--- config.mk ---
export PLATFORM = sky130hd
export DESIGN_NAME = fft_mult_arb_flat
export DESIGN_NICKNAME = d
export VERILOG_FILES = /design/src/rtl/fft_mult_arb_if.sv /design/src/rtl/fft_mult_arb.sv /design/src/flat_wrapper.sv
export SDC_FILE = /design/constraint.sdc
export NUM_CORES = 1
export LEC_CHECK = 0
export BUFFER_PORTS_ARGS = -buffer_cell sky130_fd_sc_hd__buf_2
export CAP_MARGIN = 15
export CORE_ASPECT_RATIO = 0.6
export CORE_MARGIN = 5
export CORE_UTILIZATION = 45
export CTS_BUF_LIST = sky130_fd_sc_hd__clkbuf_4 sky130_fd_sc_hd__clkbuf_8
export DETAILED_ROUTE_END_ITERATION = 8
export PLACE_DENSITY = 0.82
export SLEW_MARGIN = 40
export SYNTH_ARGS = -nofsm -noshare
export SYNTH_HDL_FRONTEND = slang
export SYNTH_SLANG_ARGS = --single-unit
--- constraint.sdc ---
create_clock -name iCLK -period 1.4 [get_ports iCLK]
set_input_delay 0.28 -clock iCLK [delete_from_list [all_inputs] [get_ports iCLK]]
set_output_delay 0.28 -clock iCLK [all_outputs]
set_load 0.01 [all_outputs]
--- src/rtl/fft_mult_arb_if.sv ---
// Requester handshakes, multiplier operand/product taps and shared result bus
// for the two-port complex-multiplier arbiter.
interface fft_mult_arb_if #(
  parameter int D_BIT   = 17,
  parameter int W_BIT   = 12,
  parameter int TAG_BIT = 8
);
  logic                    iA_VALID;
  logic                    oA_READY;
  logic signed [D_BIT-1:0] iA_RE;
  logic signed [D_BIT-1:0] iA_IM;
  logic signed [W_BIT-1:0] iA_W_RE;
  logic signed [W_BIT-1:0] iA_W_IM;
  logic [TAG_BIT-1:0]      iA_TAG;

  logic                    iB_VALID;
  logic                    oB_READY;
  logic signed [D_BIT-1:0] iB_RE;
  logic signed [D_BIT-1:0] iB_IM;
  logic signed [W_BIT-1:0] iB_W_RE;
  logic signed [W_BIT-1:0] iB_W_IM;
  logic [TAG_BIT-1:0]      iB_TAG;

  logic signed [D_BIT-1:0] oM_RE;
  logic signed [D_BIT-1:0] oM_IM;
  logic signed [W_BIT-1:0] oM_W_RE;
  logic signed [W_BIT-1:0] oM_W_IM;
  logic signed [D_BIT-1:0] iM_RE;
  logic signed [D_BIT-1:0] iM_IM;

  logic signed [D_BIT-1:0] oRES_RE;
  logic signed [D_BIT-1:0] oRES_IM;
  logic [TAG_BIT-1:0]      oRES_TAG;
  logic                    oA_RES_VALID;
  logic                    oB_RES_VALID;
  logic                    oBUSY;

  modport slave (
    input  iA_VALID, iA_RE, iA_IM, iA_W_RE, iA_W_IM, iA_TAG,
    input  iB_VALID, iB_RE, iB_IM, iB_W_RE, iB_W_IM, iB_TAG,
    input  iM_RE, iM_IM,
    output oA_READY, oB_READY,
    output oM_RE, oM_IM, oM_W_RE, oM_W_IM,
    output oRES_RE, oRES_IM, oRES_TAG, oA_RES_VALID, oB_RES_VALID, oBUSY
  );

  modport master (
    output iA_VALID, iA_RE, iA_IM, iA_W_RE, iA_W_IM, iA_TAG,
    output iB_VALID, iB_RE, iB_IM, iB_W_RE, iB_W_IM, iB_TAG,
    output iM_RE, iM_IM,
    input  oA_READY, oB_READY,
    input  oM_RE, oM_IM, oM_W_RE, oM_W_IM,
    input  oRES_RE, oRES_IM, oRES_TAG, oA_RES_VALID, oB_RES_VALID, oBUSY
  );
endinterface

--- src/rtl/fft_mult_arb.sv ---
// Round-robin arbiter sharing one complex multiplier between two butterfly
// engines; a tag/owner pipeline tracks each product back to its requester.
module fft_mult_arb #(
  parameter int D_BIT   = 17,
  parameter int W_BIT   = 12,
  parameter int TAG_BIT = 8,
  parameter int LAT     = 1
) (
  input logic           iCLK,
  input logic           iRESET,
  fft_mult_arb_if.slave bus
);
  typedef enum logic {REQ_A = 1'b0, REQ_B = 1'b1} req_e;

  req_e prio_q, prio_d;
  logic grant_a, grant_b, xfer;

  logic signed [D_BIT-1:0] m_re_q, m_re_d, m_im_q, m_im_d;
  logic signed [W_BIT-1:0] m_w_re_q, m_w_re_d, m_w_im_q, m_w_im_d;

  // Owner bit per stage: 1 = requester B.
  logic [LAT:0]              vld_q, vld_d;
  logic [LAT:0]              owner_q, owner_d;
  logic [LAT:0][TAG_BIT-1:0] tag_q, tag_d;

  logic signed [D_BIT-1:0] res_re_q, res_re_d, res_im_q, res_im_d;
  logic [TAG_BIT-1:0]      res_tag_q, res_tag_d;
  logic                    res_a_q, res_a_d, res_b_q, res_b_d;

  always_comb begin
    // Ready is held low while reset is asserted so every output reads zero.
    grant_b = iRESET && bus.iB_VALID && (!bus.iA_VALID || prio_q == REQ_B);
    grant_a = iRESET && bus.iA_VALID && !grant_b;
    xfer    = grant_a || grant_b;

    prio_d   = prio_q;
    m_re_d   = m_re_q;
    m_im_d   = m_im_q;
    m_w_re_d = m_w_re_q;
    m_w_im_d = m_w_im_q;
    if (xfer) begin
      prio_d   = grant_b ? REQ_A : REQ_B;
      m_re_d   = grant_b ? bus.iB_RE   : bus.iA_RE;
      m_im_d   = grant_b ? bus.iB_IM   : bus.iA_IM;
      m_w_re_d = grant_b ? bus.iB_W_RE : bus.iA_W_RE;
      m_w_im_d = grant_b ? bus.iB_W_IM : bus.iA_W_IM;
    end

    vld_d   = {vld_q[LAT-1:0], xfer};
    owner_d = {owner_q[LAT-1:0], grant_b};
    tag_d   = {tag_q[LAT-1:0], (grant_b ? bus.iB_TAG : bus.iA_TAG)};

    res_re_d  = res_re_q;
    res_im_d  = res_im_q;
    res_tag_d = res_tag_q;
    res_a_d   = 1'b0;
    res_b_d   = 1'b0;
    if (vld_q[LAT]) begin
      res_re_d  = bus.iM_RE;
      res_im_d  = bus.iM_IM;
      res_tag_d = tag_q[LAT];
      res_a_d   = !owner_q[LAT];
      res_b_d   = owner_q[LAT];
    end
  end

  always_ff @(posedge iCLK or negedge iRESET) begin
    if (!iRESET) begin
      prio_q    <= REQ_A;
      m_re_q    <= '0;
      m_im_q    <= '0;
      m_w_re_q  <= '0;
      m_w_im_q  <= '0;
      vld_q     <= '0;
      owner_q   <= '0;
      tag_q     <= '0;
      res_re_q  <= '0;
      res_im_q  <= '0;
      res_tag_q <= '0;
      res_a_q   <= 1'b0;
      res_b_q   <= 1'b0;
    end else begin
      prio_q    <= prio_d;
      m_re_q    <= m_re_d;
      m_im_q    <= m_im_d;
      m_w_re_q  <= m_w_re_d;
      m_w_im_q  <= m_w_im_d;
      vld_q     <= vld_d;
      owner_q   <= owner_d;
      tag_q     <= tag_d;
      res_re_q  <= res_re_d;
      res_im_q  <= res_im_d;
      res_tag_q <= res_tag_d;
      res_a_q   <= res_a_d;
      res_b_q   <= res_b_d;
    end
  end

  assign bus.oA_READY     = grant_a;
  assign bus.oB_READY     = grant_b;
  assign bus.oM_RE        = m_re_q;
  assign bus.oM_IM        = m_im_q;
  assign bus.oM_W_RE      = m_w_re_q;
  assign bus.oM_W_IM      = m_w_im_q;
  assign bus.oRES_RE      = res_re_q;
  assign bus.oRES_IM      = res_im_q;
  assign bus.oRES_TAG     = res_tag_q;
  assign bus.oA_RES_VALID = res_a_q;
  assign bus.oB_RES_VALID = res_b_q;
  assign bus.oBUSY        = (|vld_q) || res_a_q || res_b_q;
endmodule

--- src/flat_wrapper.sv ---
// flat-port wrapper written by rule: the top's interface ports become plain ports
module fft_mult_arb_flat 
#(
  parameter int D_BIT   = 17,
  parameter int W_BIT   = 12,
  parameter int TAG_BIT = 8,
  parameter int LAT     = 1
)
  (iCLK, iRESET, bus_iA_VALID, bus_iA_RE, bus_iA_IM, bus_iA_W_RE, bus_iA_W_IM, bus_iA_TAG, bus_iB_VALID, bus_iB_RE, bus_iB_IM, bus_iB_W_RE, bus_iB_W_IM, bus_iB_TAG, bus_iM_RE, bus_iM_IM, bus_oA_READY, bus_oB_READY, bus_oM_RE, bus_oM_IM, bus_oM_W_RE, bus_oM_W_IM, bus_oRES_RE, bus_oRES_IM, bus_oRES_TAG, bus_oA_RES_VALID, bus_oB_RES_VALID, bus_oBUSY);
  fft_mult_arb_if #(.D_BIT(D_BIT), .W_BIT(W_BIT), .TAG_BIT(TAG_BIT)) bus_i ();
  input logic iCLK;
  input logic iRESET;
  input wire logic [$bits(bus_i.iA_VALID)-1:0] bus_iA_VALID;
  input wire logic [$bits(bus_i.iA_RE)-1:0] bus_iA_RE;
  input wire logic [$bits(bus_i.iA_IM)-1:0] bus_iA_IM;
  input wire logic [$bits(bus_i.iA_W_RE)-1:0] bus_iA_W_RE;
  input wire logic [$bits(bus_i.iA_W_IM)-1:0] bus_iA_W_IM;
  input wire logic [$bits(bus_i.iA_TAG)-1:0] bus_iA_TAG;
  input wire logic [$bits(bus_i.iB_VALID)-1:0] bus_iB_VALID;
  input wire logic [$bits(bus_i.iB_RE)-1:0] bus_iB_RE;
  input wire logic [$bits(bus_i.iB_IM)-1:0] bus_iB_IM;
  input wire logic [$bits(bus_i.iB_W_RE)-1:0] bus_iB_W_RE;
  input wire logic [$bits(bus_i.iB_W_IM)-1:0] bus_iB_W_IM;
  input wire logic [$bits(bus_i.iB_TAG)-1:0] bus_iB_TAG;
  input wire logic [$bits(bus_i.iM_RE)-1:0] bus_iM_RE;
  input wire logic [$bits(bus_i.iM_IM)-1:0] bus_iM_IM;
  output wire logic [$bits(bus_i.oA_READY)-1:0] bus_oA_READY;
  output wire logic [$bits(bus_i.oB_READY)-1:0] bus_oB_READY;
  output wire logic [$bits(bus_i.oM_RE)-1:0] bus_oM_RE;
  output wire logic [$bits(bus_i.oM_IM)-1:0] bus_oM_IM;
  output wire logic [$bits(bus_i.oM_W_RE)-1:0] bus_oM_W_RE;
  output wire logic [$bits(bus_i.oM_W_IM)-1:0] bus_oM_W_IM;
  output wire logic [$bits(bus_i.oRES_RE)-1:0] bus_oRES_RE;
  output wire logic [$bits(bus_i.oRES_IM)-1:0] bus_oRES_IM;
  output wire logic [$bits(bus_i.oRES_TAG)-1:0] bus_oRES_TAG;
  output wire logic [$bits(bus_i.oA_RES_VALID)-1:0] bus_oA_RES_VALID;
  output wire logic [$bits(bus_i.oB_RES_VALID)-1:0] bus_oB_RES_VALID;
  output wire logic [$bits(bus_i.oBUSY)-1:0] bus_oBUSY;
  assign bus_i.iA_VALID = bus_iA_VALID;
  assign bus_i.iA_RE = bus_iA_RE;
  assign bus_i.iA_IM = bus_iA_IM;
  assign bus_i.iA_W_RE = bus_iA_W_RE;
  assign bus_i.iA_W_IM = bus_iA_W_IM;
  assign bus_i.iA_TAG = bus_iA_TAG;
  assign bus_i.iB_VALID = bus_iB_VALID;
  assign bus_i.iB_RE = bus_iB_RE;
  assign bus_i.iB_IM = bus_iB_IM;
  assign bus_i.iB_W_RE = bus_iB_W_RE;
  assign bus_i.iB_W_IM = bus_iB_W_IM;
  assign bus_i.iB_TAG = bus_iB_TAG;
  assign bus_i.iM_RE = bus_iM_RE;
  assign bus_i.iM_IM = bus_iM_IM;
  assign bus_oA_READY = bus_i.oA_READY;
  assign bus_oB_READY = bus_i.oB_READY;
  assign bus_oM_RE = bus_i.oM_RE;
  assign bus_oM_IM = bus_i.oM_IM;
  assign bus_oM_W_RE = bus_i.oM_W_RE;
  assign bus_oM_W_IM = bus_i.oM_W_IM;
  assign bus_oRES_RE = bus_i.oRES_RE;
  assign bus_oRES_IM = bus_i.oRES_IM;
  assign bus_oRES_TAG = bus_i.oRES_TAG;
  assign bus_oA_RES_VALID = bus_i.oA_RES_VALID;
  assign bus_oB_RES_VALID = bus_i.oB_RES_VALID;
  assign bus_oBUSY = bus_i.oBUSY;
  fft_mult_arb #(.D_BIT(D_BIT), .W_BIT(W_BIT), .TAG_BIT(TAG_BIT), .LAT(LAT)) u_core (.iCLK(iCLK), .iRESET(iRESET), .bus(bus_i));
endmodule
==> results of run 1 <==
==> kinds of logic (layout without fill, tap and decap cells) <==
logic type      after synthesis  in the layout  share of synthesized area [%]
buf+inv                      26            344                          3.130
mux                          50             50                          11.74
simple gates                 64             64                          8.216
flops                       123            123                          64.16
compound gates               62             62                          12.75
==> per-stage QoR <==
stage               power [W]  utilization [%]  std cells  setup slack [ns]
finish               0.009619            67.75        782           -0.3560
global route          0.01008            67.75        782           -0.4159
CTS                  0.009608            65.47        767           -0.3846
detailed placement   0.006264            60.85        731          -0.03264
global placement     0.006177            60.82        731          0.009234
floorplan            0.005234                -        325           0.06094
==> power breakdown <==
group,switching (W),internal [W],total (W)
combinational,0.000978,0.00107,0.00205
clock,0.00150,0.00179,0.00329
sequential,0.000243,0.00404,0.00429
==> layer usage <==
| layer | global-route usage (%) | vias to the layer above | part of all wire (%) |
|---|---|---|---|
| li1 | - | 1818 | - |
| met1 | 27.34 | 1951 | 40 |
| met2 | 33.87 | 219 | 48 |
| met3 | 5.461 | 26 | 9.0 |
| met4 | 7.524 | 0 | 2.2 |
| met5 | 0 | - | 0 |
==> worst paths after layout <==
kind | from | end
max | u_core.bus.oB_RES_VALID$_DFF_PN0_ | bus_oBUSY
min | iRESET | u_core.bus.oM_RE[11]$_DFFE_PN0P_
max reg2reg | u_core.prio_q$_DFFE_PN0P_ | u_core.tag_d[13]$_DFF_PN0_
min reg2reg | u_core.tag_d[8]$_DFF_PN0_ | u_core.tag_q[8]$_DFF_PN0_
max in group asynchronous | iRESET | u_core.bus.oRES_RE[14]$_DFFE_PN0P_
min in group iCLK | bus_iA_IM[6] | u_core.bus.oM_IM[6]$_DFFE_PN0P_
==> tightest hold or removal path: cells and delay by family <==
kind | cells | cell delay [ns]
buffers and inverters | 3 | 0.69
==> final cells by class <==
| class | instances | area [sq um] | share of cell area (%) |
|---|---|---|---|
| timing repair buffer | 310 | 1804 | 25.40 |
| multi-input combinational | 176 | 1618 | 22.77 |
| inverter | 2 | 7.507 | 0.1057 |
| sequential | 123 | 3078 | 43.33 |
| clock buffer | 17 | 234.0 | 3.293 |
| tap | 139 | 173.9 | 2.448 |
| clock inverter | 15 | 188.9 | 2.659 |
==> repair_timing <==
item                                   CTS  global route
gates cloned                             0             5
hold buffers                             1             0
pin swaps                                3            47
gates resized for setup                  6            15
endpoints found under the hold margin   11             0
buffers inserted                         3            12
setup endpoints to repair                3            81
==> Yosys cell counts (all sizes together) <==
master  instances  area, sq um
nor2b           1        6.260
or4             1        7.510
a221o          58        580.6
inv             2        7.510
dfrtp         123         3078
and2           59        369.1
clkbuf          6        22.52
nand2           3        11.26
buf            18        120.1
o21ai           2        13.76
mux2           50        563.0
a21oi           2        17.52
==> sequential cells by signal (all words and copies together), names as in the netlist, 8 cells and up <==
name and count:
u_core.bus.oM_W_IM 12, u_core.bus.oM_W_RE 12, u_core.bus.oRES_TAG 8, u_core.bus.oM_RE 17, u_core.bus.oRES_RE 17, u_core.bus.oM_IM 17, u_core.tag_q 8, u_core.tag_d 8
u_core.bus.oRES_IM 17
==> qor.yml, run 1 <==
setup_ws_ns: -0.3560
worst_path_dominant_cell_family: "simple AND/OR/NAND/NOR gates"
setup_violations: 39
cts-buffers-inserted: 17
grt_usage_pct: 20.93
startpoint_type: "register"
cts_buffer_depth: 2
fmax_mhz: 569.5
first_pass_iters: 4
drt-wirelength-per-cell_um: 18.63
relSlewSlack_pct: 55.85
cts.sinks: 123
grt_max_degree: 76
port-buffer-count: 274
htree_levels: 4
drc: 0
min_period_over_period_pct: 125.4
syn_area_sq_um: 4797
num_rows: 29
grt_first_pass_wirelength_mm: 21.16
fin_area_sq_um: 7104
fin_tns_setup_ns: -1.567
placed_area_sq_um: 6381
area_growth_syn_to_layout_pct: 48.10
syn_nets: 495
yosys_warnings: 0
ys_types: 17
core_sq_um: 10490
wirelength_mm: 14.57
syn_area_per_cell_sq_um: 14.76
vias_per_cell: 5.133
hp-class: "input port to asynchronous set/reset pin"
final_cell_mix: "buf_2 (271), dfrtp_1 (123), a221o_1 (58)"
worstMarginPinSlew_ns: 0.6622
antenna_found_initial: 0
r2r_cells: 6
gp_congestion: 0.9112
layout_commonest_cell: "buf_2"
nNetsFinal: 800
power.density_nw_per_um2: 1354
dieArea_sq_um: 12890
yosysSeqAreaShare_pct: 64.16
cp.required_ns: 1.12
run_status: "finished with violations"
cpPeakStageDelay_ns: 0.52
arrival_ns: 1.48
rrSetupSlack_ns: -0.10
maxCapViolCount: 0
start_util_pct: 45.75
drt-initial-drc-count: 146
drive_gt1_share_pct: 61.28
fill_cells: 753
netlist_instances: 325
clock_latency_ns: 0.42
dp.final_hpwl_mm: 10.51
criticalPathCategory: "register to output port"
crit_cells: 2
vias: 4014
diodes: 0
die_h_um: 89.98
cts_tree: "yes"
endpoint_kind: "output port"
p_leak_nw: 3.592
hold_ws_ns: 0.07636
first_global_vias: 4114
ys_ff_latch: 123
ant_nets: 0
violations: "negative setup slack"
worstPathCellList: "or4_1 -> buf_2"
root_buffer: "clkbuf_8"
clock_skew_ns: 0.008260
path_max_fanout: 2
finalCriticalPeriod_ns: 1.756
grt_overflow: 0
die_w_um: 143.3
ir_drop_uv: 778.0
rsz0062_at_grt: "yes"
clk_pin_slew_ns: 0.08
critPathBufInv: 1
slowest_stage: "or4_1"
ioPinCount: 275
final_max_slew_viol_count: 0
hold_viol_final: 0
No activity file was read; power rests on OpenSTA's default activity.
==> run 2: changes to the inputs <==
- BUFFER_PORTS_ARGS: -buffer_cell sky130_fd_sc_hd__buf_2 -> -buffer_cell sky130_fd_sc_hd__buf_4
- SLEW_MARGIN: 40 -> default
==> qor.yml, run 2 (synthesis results as in run 1) <==
run_status: "finished with violations"  # unchanged
violations: "negative setup slack"  # unchanged
grt_usage_pct: 23.19  # was 20.93%
relSlewSlack_pct: 39.59  # was 55.85%
hp-class: "input port to asynchronous set/reset pin"  # unchanged
fin_tns_setup_ns: -1.069  # was -1.567 ns
reg2reg_from: "u_core.prio_q$_DFFE_PN0P_"  # unchanged
fmax_mhz: 570.7  # was 569.5 MHz
clock_skew_ns: 0.009130  # was 0.008260 ns
ioPinCount: 275  # unchanged
placed_area_sq_um: 7056  # was 6381 sq um
setup_violations: 26  # was 39
vias_per_cell: 5.203  # was 5.133
htree_levels: 4  # unchanged
ant_nets: 0  # unchanged
drt-initial-drc-count: 251  # was 146
path_max_fanout: 2  # unchanged
area_growth_syn_to_layout_pct: 61.24  # was 48.10%
cts-buffers-inserted: 17  # unchanged
cp.required_ns: 1.12  # about the same
r2r_end: "u_core.bus.oM_W_IM[1]$_DFFE_PN0P_"  # was u_core.tag_d[13]$_DFF_PN0_
r2r_cells: 6  # unchanged
p_leak_nw: 3.755  # was 3.592 nW
clk_pin_slew_ns: 0.08  # about the same
cts_buffer_depth: 2  # unchanged
grt_overflow: 0  # unchanged
final_max_slew_viol_count: 0  # unchanged
grt_max_degree: 75  # was 76
drive_gt1_share_pct: 60.03  # was 61.28%
min_period_over_period_pct: 125.2  # was 125.4%
root_buffer: "clkbuf_8"  # unchanged
nNetsFinal: 790  # was 800
final_cell_mix: "buf_4 (279), dfrtp_1 (123), a221o_1 (58)"  # was buf_2 (271), dfrtp_1 (123), a221o_1 (58)
diodes: 0  # unchanged
endpoint_kind: "output port"  # unchanged
clock_latency_ns: 0.42  # about the same
arrival_ns: 1.47  # was 1.48 ns
dieArea_sq_um: 12890  # unchanged
core_sq_um: 10490  # unchanged
dp.final_hpwl_mm: 11.04  # was 10.51 mm
start_util_pct: 45.75  # unchanged
port-buffer-count: 274  # unchanged
startpoint_type: "register"  # unchanged
grt_first_pass_wirelength_mm: 23.09  # was 21.16 mm
die_w_um: 143.3  # unchanged
hold_ws_ns: 0.01767  # was 0.07636 ns
first_global_vias: 4289  # was 4114
hold_viol_final: 0  # unchanged
rsz0062_at_grt: "yes"  # unchanged
setup_ws_ns: -0.3522  # was -0.3560 ns
final_cells: 772  # was 782
drc: 0  # unchanged
place_inst: 727  # was 731
maxCapViolCount: 0  # unchanged
ir_drop_uv: 722.8  # was 778.0 uV
rrSetupSlack_ns: -0.02  # was -0.10 ns
gp_congestion: 0.9322  # was 0.9112
finalCriticalPeriod_ns: 1.752  # was 1.756 ns
drt-wirelength-per-cell_um: 20.03  # was 18.63 um
die_h_um: 89.98  # unchanged
worstMarginPinSlew_ns: 0.9062  # was 0.6622 ns
vias: 4017  # was 4014
criticalPathCategory: "register to output port"  # unchanged
cts_tree: "yes"  # unchanged
power.density_nw_per_um2: 1299  # was 1354 nW/um^2
antenna_found_initial: 0  # unchanged
final_util_pct: 73.76  # was 67.75%
layout_commonest_cell: "buf_4"  # was buf_2
num_rows: 29  # unchanged
first_pass_iters: 5  # was 4
cts.sinks: 123  # unchanged
wirelength_mm: 15.47  # was 14.57 mm
fin_area_sq_um: 7735  # was 7104 sq um
==> run 2: changes by cell type in the layout (fill, tap and decap cells not counted), moves of 3 or more <==
cell    before  now
buf_12       3    6
buf_2      271    0
buf_4       19  279
buf_6       12    9
mux2_1       1    7
mux2_4       7    0
==> run 2: worst max-delay path by stage <==
| stage | startpoint | end | slack [ns] |
|---|---|---|---|
| floorplan | u_core.vld_q[1]$_DFF_PN0_ | bus_oBUSY | 0.06 |
| global placement | iRESET | bus_oB_READY | 0.0003 |
| detailed placement | iRESET | bus_oB_READY | -0.04 |
| CTS | u_core.vld_q[1]$_DFF_PN0_ | bus_oBUSY | -0.39 |
| global route | u_core.vld_q[0]$_DFF_PN0_ | bus_oBUSY | -0.42 |
| finish | u_core.vld_q[0]$_DFF_PN0_ | bus_oBUSY | -0.35 |
==> run 2: metrics by stage <==
step | power [W] | worst slack (ns)
finish | 0.01005 | -0.3522
global route | 0.01056 | -0.4208
CTS | 0.01004 | -0.3925
detailed placement | 0.006677 | -0.03667
global placement | 0.006588 | 0.0003397
floorplan | 0.005234 | 0.06094
==> run 2: timing repair <==
| item | CTS | global route |
|---|---|---|
| gates resized for setup | 4 | 15 |
| endpoints found under the setup margin | 3 | 46 |
| setup buffers | 2 | 6 |
| pin swaps | 2 | 4 |
| gates cloned | 0 | 6 |
| hold buffers | 0 | 0 |
==> run 2: worst max-delay path: stages (launching register included) <==
cell and delay, ns:
dfrtp_1 0.38, or4_4 0.53, buf_6 0.14
==> run 2: layout make-up <==
type,instances,area [sq um]
Sequential cell,123,3078
Multi-Input combinational cell,176,1595
Clock inverter,15,190.2
Clock buffer,17,234.0
Timing Repair Buffer,300,2456
Inverter,2,7.507
Tap cell,139,173.9
Fill cell,729,2751
==> run 2: routing by layer <==
metal | vias to the layer above | track usage [%] | wire length (um)
li1 | 1801 | - | -
met1 | 1989 | 29.37 | 6160
met2 | 198 | 37.54 | 7619
met3 | 29 | 6.628 | 1297
met4 | 0 | 9.483 | 388
met5 | - | 0 | 0
==> run 2: report_power, final <==
group	switching [W]	total, W	internal (W)	leakage (nW)
Combinational	0.000998	0.00243	0.00143	2.07
Sequential	0.000261	0.00430	0.00404	1.48
Clock	0.00152	0.00332	0.00179	0.199
==> run 3: changes to the inputs <==
- CORE_UTILIZATION: 45 -> 35
- PLACE_DENSITY: 0.82 -> 0.66
- SETUP_SLACK_MARGIN: default -> 0.05
==> qor.yml, run 3 (synthesis results as in run 1) <==
final_max_slew_viol_count: 0  # unchanged
clk_pin_slew_ns: 0.09  # was 0.08 ns
grt_first_pass_wirelength_mm: 22.46  # was 23.09 mm
grt_usage_pct: 17.82  # was 23.19%
place_inst: 762  # was 727
setup_violations: 52  # was 26
rsz0062_at_grt: "yes"  # unchanged
clock_latency_ns: 0.42  # about the same
vias: 3842  # was 4017
num_rows: 33  # was 29
worstMarginPinSlew_ns: 0.6152  # was 0.9062 ns
start_util_pct: 35.42  # was 45.75%
core_sq_um: 13540  # was 10490 sq um
critPathBufInv: 1  # unchanged
place_ws_ns: -0.02564  # was -0.03667 ns
ir_drop_uv: 586.0  # was 722.8 uV
finalCriticalPeriod_ns: 1.782  # was 1.752 ns
cts-buffers-inserted: 17  # unchanged
cts_buffer_depth: 2  # unchanged
setup_ws_ns: -0.3819  # was -0.3522 ns
slowest_stage: "or4_4"  # unchanged
drc: 0  # unchanged
fill_cells: 1124  # was 729
nNetsFinal: 796  # was 790
vias_per_cell: 4.720  # was 5.203
layout_commonest_cell: "buf_4"  # unchanged
antenna_found_initial: 1  # was 0
cts.sinks: 123  # unchanged
htree_levels: 4  # unchanged
die_w_um: 161.1  # was 143.3 um
fmax_mhz: 561.2  # was 570.7 MHz
fin_tns_setup_ns: -4.818  # was -1.069 ns
first_global_vias: 4170  # was 4289
final_cell_mix: "buf_4 (277), dfrtp_1 (122), a221o_1 (58)"  # was buf_4 (279), dfrtp_1 (123), a221o_1 (58)
ant_nets: 0  # unchanged
startpoint_type: "register"  # unchanged
port-buffer-count: 274  # unchanged
endpoint_kind: "output port"  # unchanged
cp.required_ns: 1.12  # about the same
gp_congestion: 0.7973  # was 0.9322
ioPinCount: 275  # unchanged
crit_cells: 2  # unchanged
hold_viol_final: 28  # was 0
relSlewSlack_pct: 58.99  # was 39.59%
worst_path_dominant_cell_family: "simple AND/OR/NAND/NOR gates"  # unchanged
drt-initial-drc-count: 124  # was 251
grt_max_degree: 121  # was 75
dieArea_sq_um: 16220  # was 12890 sq um
path_max_fanout: 2  # unchanged
die_h_um: 100.7  # was 89.98 um
r2r_cells: 7  # was 6
min_period_over_period_pct: 127.3  # was 125.2%
violations: "negative hold slack, negative setup slack"  # was negative setup slack
grt_overflow: 0  # unchanged
cpPeakStageDelay_ns: 0.54  # was 0.53 ns
root_buffer: "clkbuf_8"  # unchanged
worstPathCellList: "or4_4 -> buf_6"  # unchanged
cts_tree: "yes"  # unchanged
p_leak_nw: 3.807  # was 3.755 nW
arrival_ns: 1.50  # was 1.47 ns
area_growth_syn_to_layout_pct: 64.11  # was 61.24%
criticalPathCategory: "register to output port"  # unchanged
diodes: 0  # unchanged
maxCapViolCount: 0  # unchanged
wirelength_mm: 14.84  # was 15.47 mm
drt-wirelength-per-cell_um: 18.23  # was 20.03 um
final_cells: 814  # was 772
first_pass_iters: 5  # unchanged
hold_ws_ns: -0.02815  # was 0.01767 ns
drive_gt1_share_pct: 61.50  # was 60.03%
clock_skew_ns: 0.01733  # was 0.009130 ns
power.density_nw_per_um2: 1236  # was 1299 nW/um^2
hp-class: "input port to asynchronous set/reset pin"  # unchanged
dp.final_hpwl_mm: 10.23  # was 11.04 mm
run_status: "finished with violations"  # unchanged
-- run 3: cell count changes in the layout (fill, tap and decap cells not counted), moves of 2 or more --
| cell | change |
|---|---|
| bufinv_16 | -2 |
| mux2_1 | -7 |
| buf_8 | +3 |
| clkbuf_16 | -3 |
| buf_12 | +5 |
| buf_4 | -2 |
| mux2_4 | +8 |
| inv_6 | +3 |
-- run 3: final cells by class --
type / instances / area (sq um) / area share, %
Sequential cell: 123 / 3079 / 39.11
Clock buffer: 18 / 241.5 / 3.067
Clock inverter: 14 / 137.6 / 1.748
Tap cell: 175 / 219.0 / 2.781
Timing Repair Buffer: 306 / 2560 / 32.52
Multi-Input combinational cell: 176 / 1625 / 20.65
Inverter: 2 / 10.01 / 0.1271
-- run 3: per-stage QoR --
step                area (sq um)  total power (W)  utilization, %
global route                7873          0.01023           58.13
finish                      7873         0.009731           58.13
global placement            7107         0.006588           52.48
CTS                         7840         0.009848           57.89
detailed placement          7107         0.006639           52.48
floorplan                   4797         0.005234               -
-- run 3: timing repair --
item | in CTS | in global routing
hold endpoints to repair | 23 | 3
cloned | 6 | 2
pin swaps | 44 | 24
resized for setup | 33 | 21
hold buffers | 1 | 1
setup endpoints to repair | 54 | 69
setup buffers | 9 | 10
-- run 3: metal layers --
metal	global-route usage, %	routed length, um
met2	28.40	6905
met3	7.683	1421
met4	3.735	66
met5	0	13
met1	22.97	6430
-- run 3: final timing paths --
check	from	end	slack (ns)
worst max-delay path	u_core.bus.oA_RES_VALID$_DFF_PN0_	bus_oBUSY	-0.38
worst min-delay path	iRESET	u_core.bus.oM_IM[4]$_DFFE_PN0P_	-0.03
worst max register to register	u_core.prio_q$_DFFE_PN0P_	u_core.bus.oM_W_RE[6]$_DFFE_PN0P_	-0.15
worst min register to register	u_core.tag_d[10]$_DFF_PN0_	u_core.tag_q[10]$_DFF_PN0_	0.34
max in group asynchronous	iRESET	u_core.bus.oM_W_RE[0]$_DFFE_PN0P_	0.89
min in group iCLK	bus_iM_RE[1]	u_core.bus.oRES_RE[1]$_DFFE_PN0P_	0.08
-- run 3: worst reg2reg max path: cells and delay by family, from the launching register on --
kind / cells / cell delay, ns
AO/OA/AOI/OAI: 2 / 0.43
buffers and inverters: 5 / 0.59
flip-flops: 1 / 0.41
-- run 3: where the power goes --
part           switching [W]  internal (W)
registers           0.000261       0.00404
clock network        0.00151       0.00146
logic               0.000975       0.00148
